===== config.mk =====
export PLATFORM = sky130hd
export DESIGN_NAME = bowling_scorer
export DESIGN_NICKNAME = d
export VERILOG_FILES = /design/src/rtl/bowling_pkg.sv /design/src/rtl/button_edge_sync.sv /design/src/rtl/bowling_scorer.sv
export SDC_FILE = /design/constraint.sdc
export NUM_CORES = 1
export LEC_CHECK = 0
export CORE_MARGIN = 2
export CORE_UTILIZATION = 40
export CTS_CLUSTER_SIZE = 28
export DETAILED_ROUTE_END_ITERATION = 8
export DONT_BUFFER_PORTS = 1
export PLACE_DENSITY = 0.55
export SLEW_MARGIN = 30
export SYNTH_ARGS = -nofsm -noshare
export SYNTH_HDL_FRONTEND = slang
export SYNTH_SLANG_ARGS = --single-unit
export TNS_END_PERCENT = 5

===== constraint.sdc =====
create_clock -name clk -period 6.7 [get_ports clk]
set_clock_uncertainty 0.15 [all_clocks]
set_input_delay 0.67 -clock clk [delete_from_list [all_inputs] [get_ports clk]]
set_output_delay 0.67 -clock clk [all_outputs]
set_load 0.05 [all_outputs]

===== src/rtl/bowling_pkg.sv =====
// Shared constants and frame-state type for the bowling score keeper.
package bowling_pkg;

    localparam int NUM_FRAMES = 10;
    localparam int MAX_PINS   = 10;
    localparam int FRAME_W    = 6;
    localparam int TOTAL_W    = 11;

    typedef struct packed {
        logic [FRAME_W-1:0] score;
        logic [1:0]         bonus_cnt;
    } frame_t;

    typedef enum logic [1:0] {
        ST_BALL1,
        ST_BALL2,
        ST_FILL,
        ST_DONE
    } roll_state_e;

endpackage


===== src/rtl/button_edge_sync.sv =====
// Two-flop synchronizer for an asynchronous level, followed by a one-cycle rising-edge pulse.
module button_edge_sync (
    input  logic clk_i,
    input  logic rst_ni,
    input  logic level_i,
    output logic rise_o
);

    logic meta_q;
    logic sync_q;
    logic prev_q;

    // Reset to 1 so a level already high when reset releases is not taken as a new press.
    always_ff @(posedge clk_i or negedge rst_ni) begin
        if (!rst_ni) begin
            meta_q <= 1'b1;
            sync_q <= 1'b1;
            prev_q <= 1'b1;
        end else begin
            meta_q <= level_i;
            sync_q <= meta_q;
            prev_q <= sync_q;
        end
    end

    assign rise_o = sync_q & ~prev_q;

endmodule


===== src/rtl/bowling_scorer.sv =====
// Single-player ten-pin score keeper: one roll per button press, strike/spare bonuses resolved live.
module bowling_scorer
    import bowling_pkg::*;
(
    input  logic               clk,
    input  logic               reset_n,
    input  logic [3:0]         point_in,
    input  logic               button,
    output logic [TOTAL_W-1:0] point_all,
    output logic [FRAME_W-1:0] frame_score_1,
    output logic [FRAME_W-1:0] frame_score_2,
    output logic [FRAME_W-1:0] frame_score_3,
    output logic [FRAME_W-1:0] frame_score_4,
    output logic [FRAME_W-1:0] frame_score_5,
    output logic [FRAME_W-1:0] frame_score_6,
    output logic [FRAME_W-1:0] frame_score_7,
    output logic [FRAME_W-1:0] frame_score_8,
    output logic [FRAME_W-1:0] frame_score_9,
    output logic [FRAME_W-1:0] frame_score_10,
    output logic               game_over
);

    function automatic logic [3:0] clamp_pins(input logic [3:0] raw, input logic [3:0] standing);
        return (raw > standing) ? standing : raw;
    endfunction

    logic        roll_stb;
    frame_t      frames_q [NUM_FRAMES];
    frame_t      frames_d [NUM_FRAMES];
    logic [3:0]  frame_idx_q, frame_idx_d;
    logic [3:0]  rack_q, rack_d;
    roll_state_e state_q, state_d;

    logic [3:0]  pins;
    logic [3:0]  left;
    logic        last_frame;
    logic        set_strike;
    logic        set_spare;
    logic [TOTAL_W-1:0] total;

    button_edge_sync u_btn (
        .clk_i   (clk),
        .rst_ni  (reset_n),
        .level_i (button),
        .rise_o  (roll_stb)
    );

    always_comb begin
        frames_d    = frames_q;
        frame_idx_d = frame_idx_q;
        rack_d      = rack_q;
        state_d     = state_q;
        pins        = clamp_pins(point_in, rack_q);
        left        = rack_q - pins;
        last_frame  = (frame_idx_q == 4'(NUM_FRAMES - 1));
        set_strike  = 1'b0;
        set_spare   = 1'b0;

        if (roll_stb && state_q != ST_DONE) begin
            // A cleared rack is re-racked; frame advances override this below.
            rack_d = (left == 4'd0) ? 4'(MAX_PINS) : left;

            unique case (state_q)
                ST_BALL1: begin
                    if (!last_frame && left == 4'd0) begin
                        set_strike  = 1'b1;
                        frame_idx_d = frame_idx_q + 4'd1;
                    end else begin
                        state_d = ST_BALL2;
                    end
                end
                ST_BALL2: begin
                    if (!last_frame) begin
                        set_spare   = (left == 4'd0);
                        frame_idx_d = frame_idx_q + 4'd1;
                        rack_d      = 4'(MAX_PINS);
                        state_d     = ST_BALL1;
                    end else if (frames_q[NUM_FRAMES-1].score == FRAME_W'(MAX_PINS) || left == 4'd0) begin
                        // Frame 10 still holds only ball 1 here, so score==10 means a strike.
                        state_d = ST_FILL;
                    end else begin
                        state_d = ST_DONE;
                    end
                end
                default: state_d = ST_DONE;
            endcase

            for (int i = 0; i < NUM_FRAMES; i++) begin
                if (4'(i) == frame_idx_q) begin
                    frames_d[i].score = frames_q[i].score + FRAME_W'(pins);
                    if (set_strike)
                        frames_d[i].bonus_cnt = 2'd2;
                    else if (set_spare)
                        frames_d[i].bonus_cnt = 2'd1;
                end else if (4'(i) < frame_idx_q && frames_q[i].bonus_cnt != 2'd0) begin
                    frames_d[i].score     = frames_q[i].score + FRAME_W'(pins);
                    frames_d[i].bonus_cnt = frames_q[i].bonus_cnt - 2'd1;
                end
            end
        end
    end

    always_ff @(posedge clk or negedge reset_n) begin
        if (!reset_n) begin
            for (int i = 0; i < NUM_FRAMES; i++)
                frames_q[i] <= '0;
            frame_idx_q <= 4'd0;
            rack_q      <= 4'(MAX_PINS);
            state_q     <= ST_BALL1;
        end else begin
            frames_q    <= frames_d;
            frame_idx_q <= frame_idx_d;
            rack_q      <= rack_d;
            state_q     <= state_d;
        end
    end

    always_comb begin
        total = '0;
        for (int i = 0; i < NUM_FRAMES; i++)
            total = total + TOTAL_W'(frames_q[i].score);
    end

    assign point_all      = total;
    assign game_over      = (state_q == ST_DONE);
    assign frame_score_1  = frames_q[0].score;
    assign frame_score_2  = frames_q[1].score;
    assign frame_score_3  = frames_q[2].score;
    assign frame_score_4  = frames_q[3].score;
    assign frame_score_5  = frames_q[4].score;
    assign frame_score_6  = frames_q[5].score;
    assign frame_score_7  = frames_q[6].score;
    assign frame_score_8  = frames_q[7].score;
    assign frame_score_9  = frames_q[8].score;
    assign frame_score_10 = frames_q[9].score;

endmodule


; ---- After elaboration in Yosys (flattened, before gate mapping)
; Index checks and enable logic that the tools add are counted.
[totals]
out_inout_bits = 72
word_cells = 196
reg_bits = 93
in_bits = 7
[op_classes]
n_eq_ne = 27
n_addsub = 31
n_mux = 39
n_lt_le_gt_ge = 11
reduce_logical = 60
bitwise_logic = 2
[ops]
columns = operator, count
row1 = 2-to-1 mux 8 bit, 20
row2 = adder 6 x 4 -> 6 bit, 10
row3 = adder 11 x 6 -> 11 bit, 4
row4 = nonzero test 2 bit, 21
row5 = inequality test 3 x 1 -> 1 bit (second input constant), 10
row6 = AND reduction 3 bit, 10
row7 = 2-to-1 mux 4 bit, 6
row8 = AND reduction 2 bit, 11
row9 = subtractor 2 x 1 -> 2 bit (second input constant), 10
row10 = == test 3 x 4 -> 1 bit (first input constant), 4
row11 = < comparator 3 x 4 -> 1 bit (first input constant), 4
row12 = logical AND 1 bit, 12
row13 = adder 10 x 6 -> 11 bit, 1
row14 = adder 9 x 6 -> 10 bit, 1
row15 = adder 8 x 6 -> 9 bit, 1
row16 = adder 7 x 6 -> 8 bit, 1
row17 = == test 2 x 4 -> 1 bit (first input constant), 2
row18 = == test 4 bit (first input constant), 2
row19 = zero test 4 bit, 2
row20 = < comparator 1 x 4 -> 1 bit (first input constant), 2
row21 = < comparator 2 x 4 -> 1 bit (first input constant), 2
row22 = < comparator 4 bit (first input constant), 2
row23 = 2-to-1 mux 2 bit, 4
row24 = inequality test 2 bit (second input constant), 4
row25 = other kinds (18), 24

; ---- Longest topological paths before layout
[logic_depth]
word_depth = 10
depth_mapped = 18
ltp_nobuf = 17

; ---- Modules after synthesis
; From an unflattened synthesis, not the netlist that was laid out.
[unflattened]
cells_unflattened = 787
hier_area_um2 = 7888.8
[by_module_without_submodules]
columns = module, area_each_um2, n_inst, cells_per_inst, seq_area_each_um2
row1 = bowling_scorer, 7796.2, 1, 783, 2254.7
row2 = button_edge_sync, 92.6, 1, 4, 78.8

; ---- Worst setup path after synthesis
; Ideal clock, no wire load.
[synth_path]
path_type = register -> output
start = register frames_q, in the netlist frame_score_1[2]
end = output point_all[8]
stages_incl_launch_ff = 16
required_ps = 5880
slack_ps = 938
t_arrival_ps = 4942
n_path_buf = 0
path_cell_list = dfrtp_1 -> inv_1 -> fa_1 -> inv_1 -> fa_1 -> fa_1 -> inv_1 -> fa_1 -> inv_1 -> fa_1 -> ha_1 -> a21o_1 -> a21oi_1 -> o21ai_0 -> o41ai_1 -> xor2_1
[synth_between]
elab_chain_cells = 9
[synth_lines]
columns = element, line_no
row1 = from (decl), bowling_scorer.sv:28  ; frame_t frames_q [NUM_FRAMES];
row2 = from (signal assigned), bowling_scorer.sv:111  ; frames_q <= frames_d;
row3 = adder 6 x 6 -> 7 bit, bowling_scorer.sv:121  ; total = total + TOTAL_W'(frames_q[i].score);
row4 = adder 7 x 6 -> 8 bit, bowling_scorer.sv:121
row5 = adder 8 x 6 -> 9 bit, bowling_scorer.sv:121
row6 = adder 9 x 6 -> 10 bit, bowling_scorer.sv:121
row7 = adder 10 x 6 -> 11 bit, bowling_scorer.sv:121
row8 = adder 11 x 6 -> 11 bit (4 in series), bowling_scorer.sv:121
row9 = to (decl), bowling_scorer.sv:9  ; output logic [TOTAL_W-1:0] point_all,
; Every way passes these cells.

; ---- Worst setup path after layout
[layout_path]
start = register frames_q, in the netlist frame_score_1[1]
end = output point_all[8]
; The elaborated chain is that of the path after synthesis.

==> results.json <==
{
  "yosys.area.top_type": "sky130_fd_sc_hd__dfrtp_1",
  "post_drt_wl_per_cell_um": 18.04,
  "worstPathBufferInverterCount": 5,
  "rsz0062_at_grt": "false",
  "arrival_ns": 5.38,
  "postCtsHoldBufs": 2,
  "synth.yosys.seq_area_share_pct": 30.19,
  "clk_latency_ns": 0.36,
  "ys.warnings.count": 0,
  "timing.rr.start": "rack_q[1]$_DFFE_PN1P_",
  "max_slew_margin_pct": 45.22,
  "tritoncts_clock_tree": "done",
  "final_antenna_net_count": 0,
  "crit_path_launch": "frame_score_1[1]$_DFFE_PN0P_",
  "timing_hold_violations_final": 0,
  "post_dp_cell_area_mm2": 0.007697,
  "filler_cell_count": 1811,
  "first_pass_grt_wire_length_um": 28610,
  "type_of_the_tightest_min_delay_check": "in2async",
  "post_cts_buffers": 0,
  "fp.dieW_um": 143,
  "diodes": 0,
  "routed_wl_um": 17750,
  "core-area_mm2": 0.01883,
  "post_synth_inst_count": 761,
  "yosys-top-cells-area": "sky130_fd_sc_hd__dfrtp_1 28%, sky130_fd_sc_hd__fa_1 15%, sky130_fd_sc_hd__ha_1 12%, sky130_fd_sc_hd__buf_4 5.9%, sky130_fd_sc_hd__inv_1 4.6%",
  "cts-root-to-sink-buffers": 2,
  "routed-via-count": 5050,
  "io_pins": 79,
  "timing.fmax_ghz": 0.1612,
  "vias_per_cell": 5.132,
  "crit_path_max_incr_delay_ns": 0.71,
  "chipHeight_um": 143,
  "timing.reg2reg.setup_slack_ns": 1.54,
  "min_period_over_period_pct": 92.56,
  "clock_tree.root_cell": "sky130_fd_sc_hd__clkbuf_16",
  "async_reset_ff_share_pct": 100.0,
  "drt_iter0_drcs": 223,
  "detail_route.drc_violations": 0,
  "area_growth_syn_to_layout_pct": 3.772,
  "final-max-slew-violation-count": 0,
  "crit_path_start_kind": "flip-flop",
  "synth.lib_cells_used.distinct": 58,
  "drive_above_1_share_pct": 12.15,
  "postLayoutCellArea_mm2": 0.008020,
  "clkSlewWorstSetupHoldPaths_ns": 0.07,
  "first_global_vias": 5158,
  "crit_path_end_kind": "output pin",
  "die-area_mm2": 0.02045,
  "timing.critical_path.mode_cell": "sky130_fd_sc_hd__fa_1",
  "cpMaxStageDelayCell": "sky130_fd_sc_hd__dfrtp_1",
  "finalWeightedCongestion": 0.8316,
  "result_of_the_run": "finished, final reports clean",
  "cts_max_level": 3,
  "drt_pre_antenna_iters": 4,
  "path_class": "reg2out",
  "grt_max_degree": 89,
  "floorplan_row_count": 50,
  "post_synth.cell_area_avg_um2": 10.16,
  "worstPathCellList": "inv_1, fa_1, inv_1, fa_1, fa_1, inv_1, fa_1, inv_1, fa_1, ha_1, a21o_1, a21oi_1, o21ai_0, o41ai_1, xor2_1, buf_4",
  "initial_utilization_pct": 41.04,
  "globalRoute.totalOverflow": 0,
  "mappedNetlistArea_mm2": 0.007729,
  "cap_viol_max_count": 0,
  "tns_ns": 0,
  "sequential_cell_area_mm2": 0.002333,
  "antenna_found_initial": 0,
  "dominantRegCellSynth": "sky130_fd_sc_hd__dfrtp_1",
  "netlist.area_leader.share_pct": 28.49,
  "finalNetCount": 859,
  "grt_usage_pct": 18.55,
  "critical_path.top_delay_family": "adder cells",
  "multiInputGateArea_mm2": 0.004491,
  "worst_pin_slew_ns": 0.8162,
  "worst_ep_required_time_ns": 5.88,
  "synth_enable_flop_cells": 0,
  "fin_crit_ns": 6.202,
  "critPathMaxFanout": 4,
  "cts_sinks": 93,
  "ctsResizeCount": 0,
  "portBuffers": 0,
  "syn-num-nets": 901,
  "cts_made_buffers": 9,
  "detailed_placer_s_ending_hpwl_um": 13840,
  "final-setup-viol-count": 0,
  "ys_ff_latch": 93
}
area by class of cell:
class                           instances  share of cell area (%)
Multi-Input combinational cell        492                   55.99
Sequential cell                        93                   29.10
Inverter                               94                   4.399
Tap cell                              260                   4.056
Timing Repair Buffer                   29                   2.995
Clock buffer                           10                   2.980
Clock inverter                          6                  0.4836
synth_stat cells (2+ instances only):
cell type	n
sky130_fd_sc_hd__a211o_1	6
sky130_fd_sc_hd__a211oi_1	2
sky130_fd_sc_hd__a21o_1	23
sky130_fd_sc_hd__a21oi_1	58
sky130_fd_sc_hd__a22o_1	3
sky130_fd_sc_hd__and2_1	5
sky130_fd_sc_hd__and3_1	4
sky130_fd_sc_hd__buf_2	2
sky130_fd_sc_hd__buf_4	61
sky130_fd_sc_hd__buf_6	3
sky130_fd_sc_hd__clkbuf_1	16
sky130_fd_sc_hd__dfrtp_1	88
sky130_fd_sc_hd__dfstp_2	5
sky130_fd_sc_hd__fa_1	56
sky130_fd_sc_hd__ha_1	77
sky130_fd_sc_hd__inv_1	94
sky130_fd_sc_hd__mux2_2	25
sky130_fd_sc_hd__mux2i_1	3
sky130_fd_sc_hd__nand2_1	25
sky130_fd_sc_hd__nand2b_1	4
sky130_fd_sc_hd__nand3_1	12
sky130_fd_sc_hd__nor2_1	26
sky130_fd_sc_hd__nor2b_1	8
sky130_fd_sc_hd__nor3_1	11
sky130_fd_sc_hd__nor3b_1	4
sky130_fd_sc_hd__nor4_1	3
sky130_fd_sc_hd__o211ai_1	6
sky130_fd_sc_hd__o21a_1	2
sky130_fd_sc_hd__o21ai_0	41
sky130_fd_sc_hd__o21bai_1	2
sky130_fd_sc_hd__o22a_1	2
sky130_fd_sc_hd__o22ai_1	2
sky130_fd_sc_hd__o31ai_1	4
sky130_fd_sc_hd__or2_2	4
sky130_fd_sc_hd__xnor2_1	24
sky130_fd_sc_hd__xor2_1	28
placed cells by master, fill, tap and decap left out, types with 2 or more instances in the layout:
cell,count
sky130_fd_sc_hd__a211oi_1,2
sky130_fd_sc_hd__o31ai_1,4
sky130_fd_sc_hd__o21bai_1,2
sky130_fd_sc_hd__or2_2,4
sky130_fd_sc_hd__nor4_1,3
sky130_fd_sc_hd__xor2_1,28
sky130_fd_sc_hd__mux2_2,25
sky130_fd_sc_hd__nand2b_1,4
sky130_fd_sc_hd__mux2i_1,3
sky130_fd_sc_hd__nor2_2,2
sky130_fd_sc_hd__dfrtp_1,88
sky130_fd_sc_hd__a21o_1,23
sky130_fd_sc_hd__a22o_1,3
sky130_fd_sc_hd__o21ai_0,40
sky130_fd_sc_hd__ha_1,77
sky130_fd_sc_hd__a21oi_2,2
sky130_fd_sc_hd__nand2_1,25
sky130_fd_sc_hd__dfstp_2,5
sky130_fd_sc_hd__nand3_1,12
sky130_fd_sc_hd__nor2b_1,8
sky130_fd_sc_hd__and3_1,4
sky130_fd_sc_hd__and2_1,5
sky130_fd_sc_hd__o21a_1,2
sky130_fd_sc_hd__nor3_1,11
sky130_fd_sc_hd__o22a_1,2
sky130_fd_sc_hd__clkinv_2,3
sky130_fd_sc_hd__xnor2_1,24
sky130_fd_sc_hd__buf_4,27
sky130_fd_sc_hd__clkinvlp_4,2
sky130_fd_sc_hd__o21ai_1,2
sky130_fd_sc_hd__nor3b_1,4
sky130_fd_sc_hd__clkbuf_16,9
sky130_fd_sc_hd__fa_1,56
sky130_fd_sc_hd__nor2_1,25
sky130_fd_sc_hd__a21oi_1,56
sky130_fd_sc_hd__o22ai_1,2
sky130_fd_sc_hd__a211o_1,6
sky130_fd_sc_hd__inv_1,94
sky130_fd_sc_hd__o211ai_1,6
cells by family after synthesis:
| kind of cell | after synthesis | synth area share (%) |
|---|---|---|
| XOR/XNOR | 52 | 5.893 |
| buffers and inverters | 176 | 11.83 |
| AO/OA/AOI/OAI | 162 | 13.21 |
| flip-flops | 93 | 30.19 |
| AND/OR/NAND/NOR | 115 | 7.625 |
| adder cells (fa/ha/maj) | 133 | 26.97 |
| multiplexers | 29 | 4.225 |
| other | 1 | 0.04852 |
through the flow:
stage                     hold slack (ns)  std cells  util, %  setup slack, ns
after floorplan                    0.1952        761        -           0.9383
after global placement             0.1970        966    40.86           0.8582
after detailed placement           0.1979        966    40.88           0.8180
after CTS                         0.09860        984    42.55           0.4306
after global routing              0.07186        984    42.59           0.1339
final                             0.05853        984    42.59           0.4984
routing by layer:
metal / part of all wire (%) / vias up / global-route usage, %
li1: - / 2411 / -
met1: 44 / 2515 / 24.30
met2: 47 / 105 / 29.87
met3: 6.4 / 19 / 5.131
met4: 2.4 / 0 / 5.888
met5: 0 / - / 0
worst paths after layout:
kind | endpoint | cells after the start
worst min-delay path | frame_score_6[5]$_DFFE_PN0P_ | 1
worst max register to register | frames_q[17]$_DFFE_PN0P_ | 14
max in group asynchronous | u_btn.sync_q$_DFF_PN1_ | 1
worst max-delay path | point_all[8] | 16
worst min register to register | u_btn.sync_q$_DFF_PN1_ | 0
min in group clk | u_btn.meta_q$_DFF_PN1_ | 0
sequential cells by signal (all words and copies together) (netlist names):
| name | count |
|---|---|
| frame_score_3 | 6 |
| frame_score_1 | 6 |
| frame_score_8 | 6 |
| frames_q | 20 |
| u_btn.meta_q | 1 |
| u_btn.prev_q | 1 |
| frame_score_2 | 6 |
| frame_score_9 | 6 |
| u_btn.sync_q | 1 |
| frame_score_5 | 6 |
| frame_score_6 | 6 |
| frame_score_10 | 6 |
| frame_idx_q | 4 |
| rack_q | 4 |
| state_q | 2 |
| frame_score_7 | 6 |
| frame_score_4 | 6 |
Power is left out: the tool's default activity adds up to more than one toggle a clock period on the data nets, which glitch-free logic cannot reach.
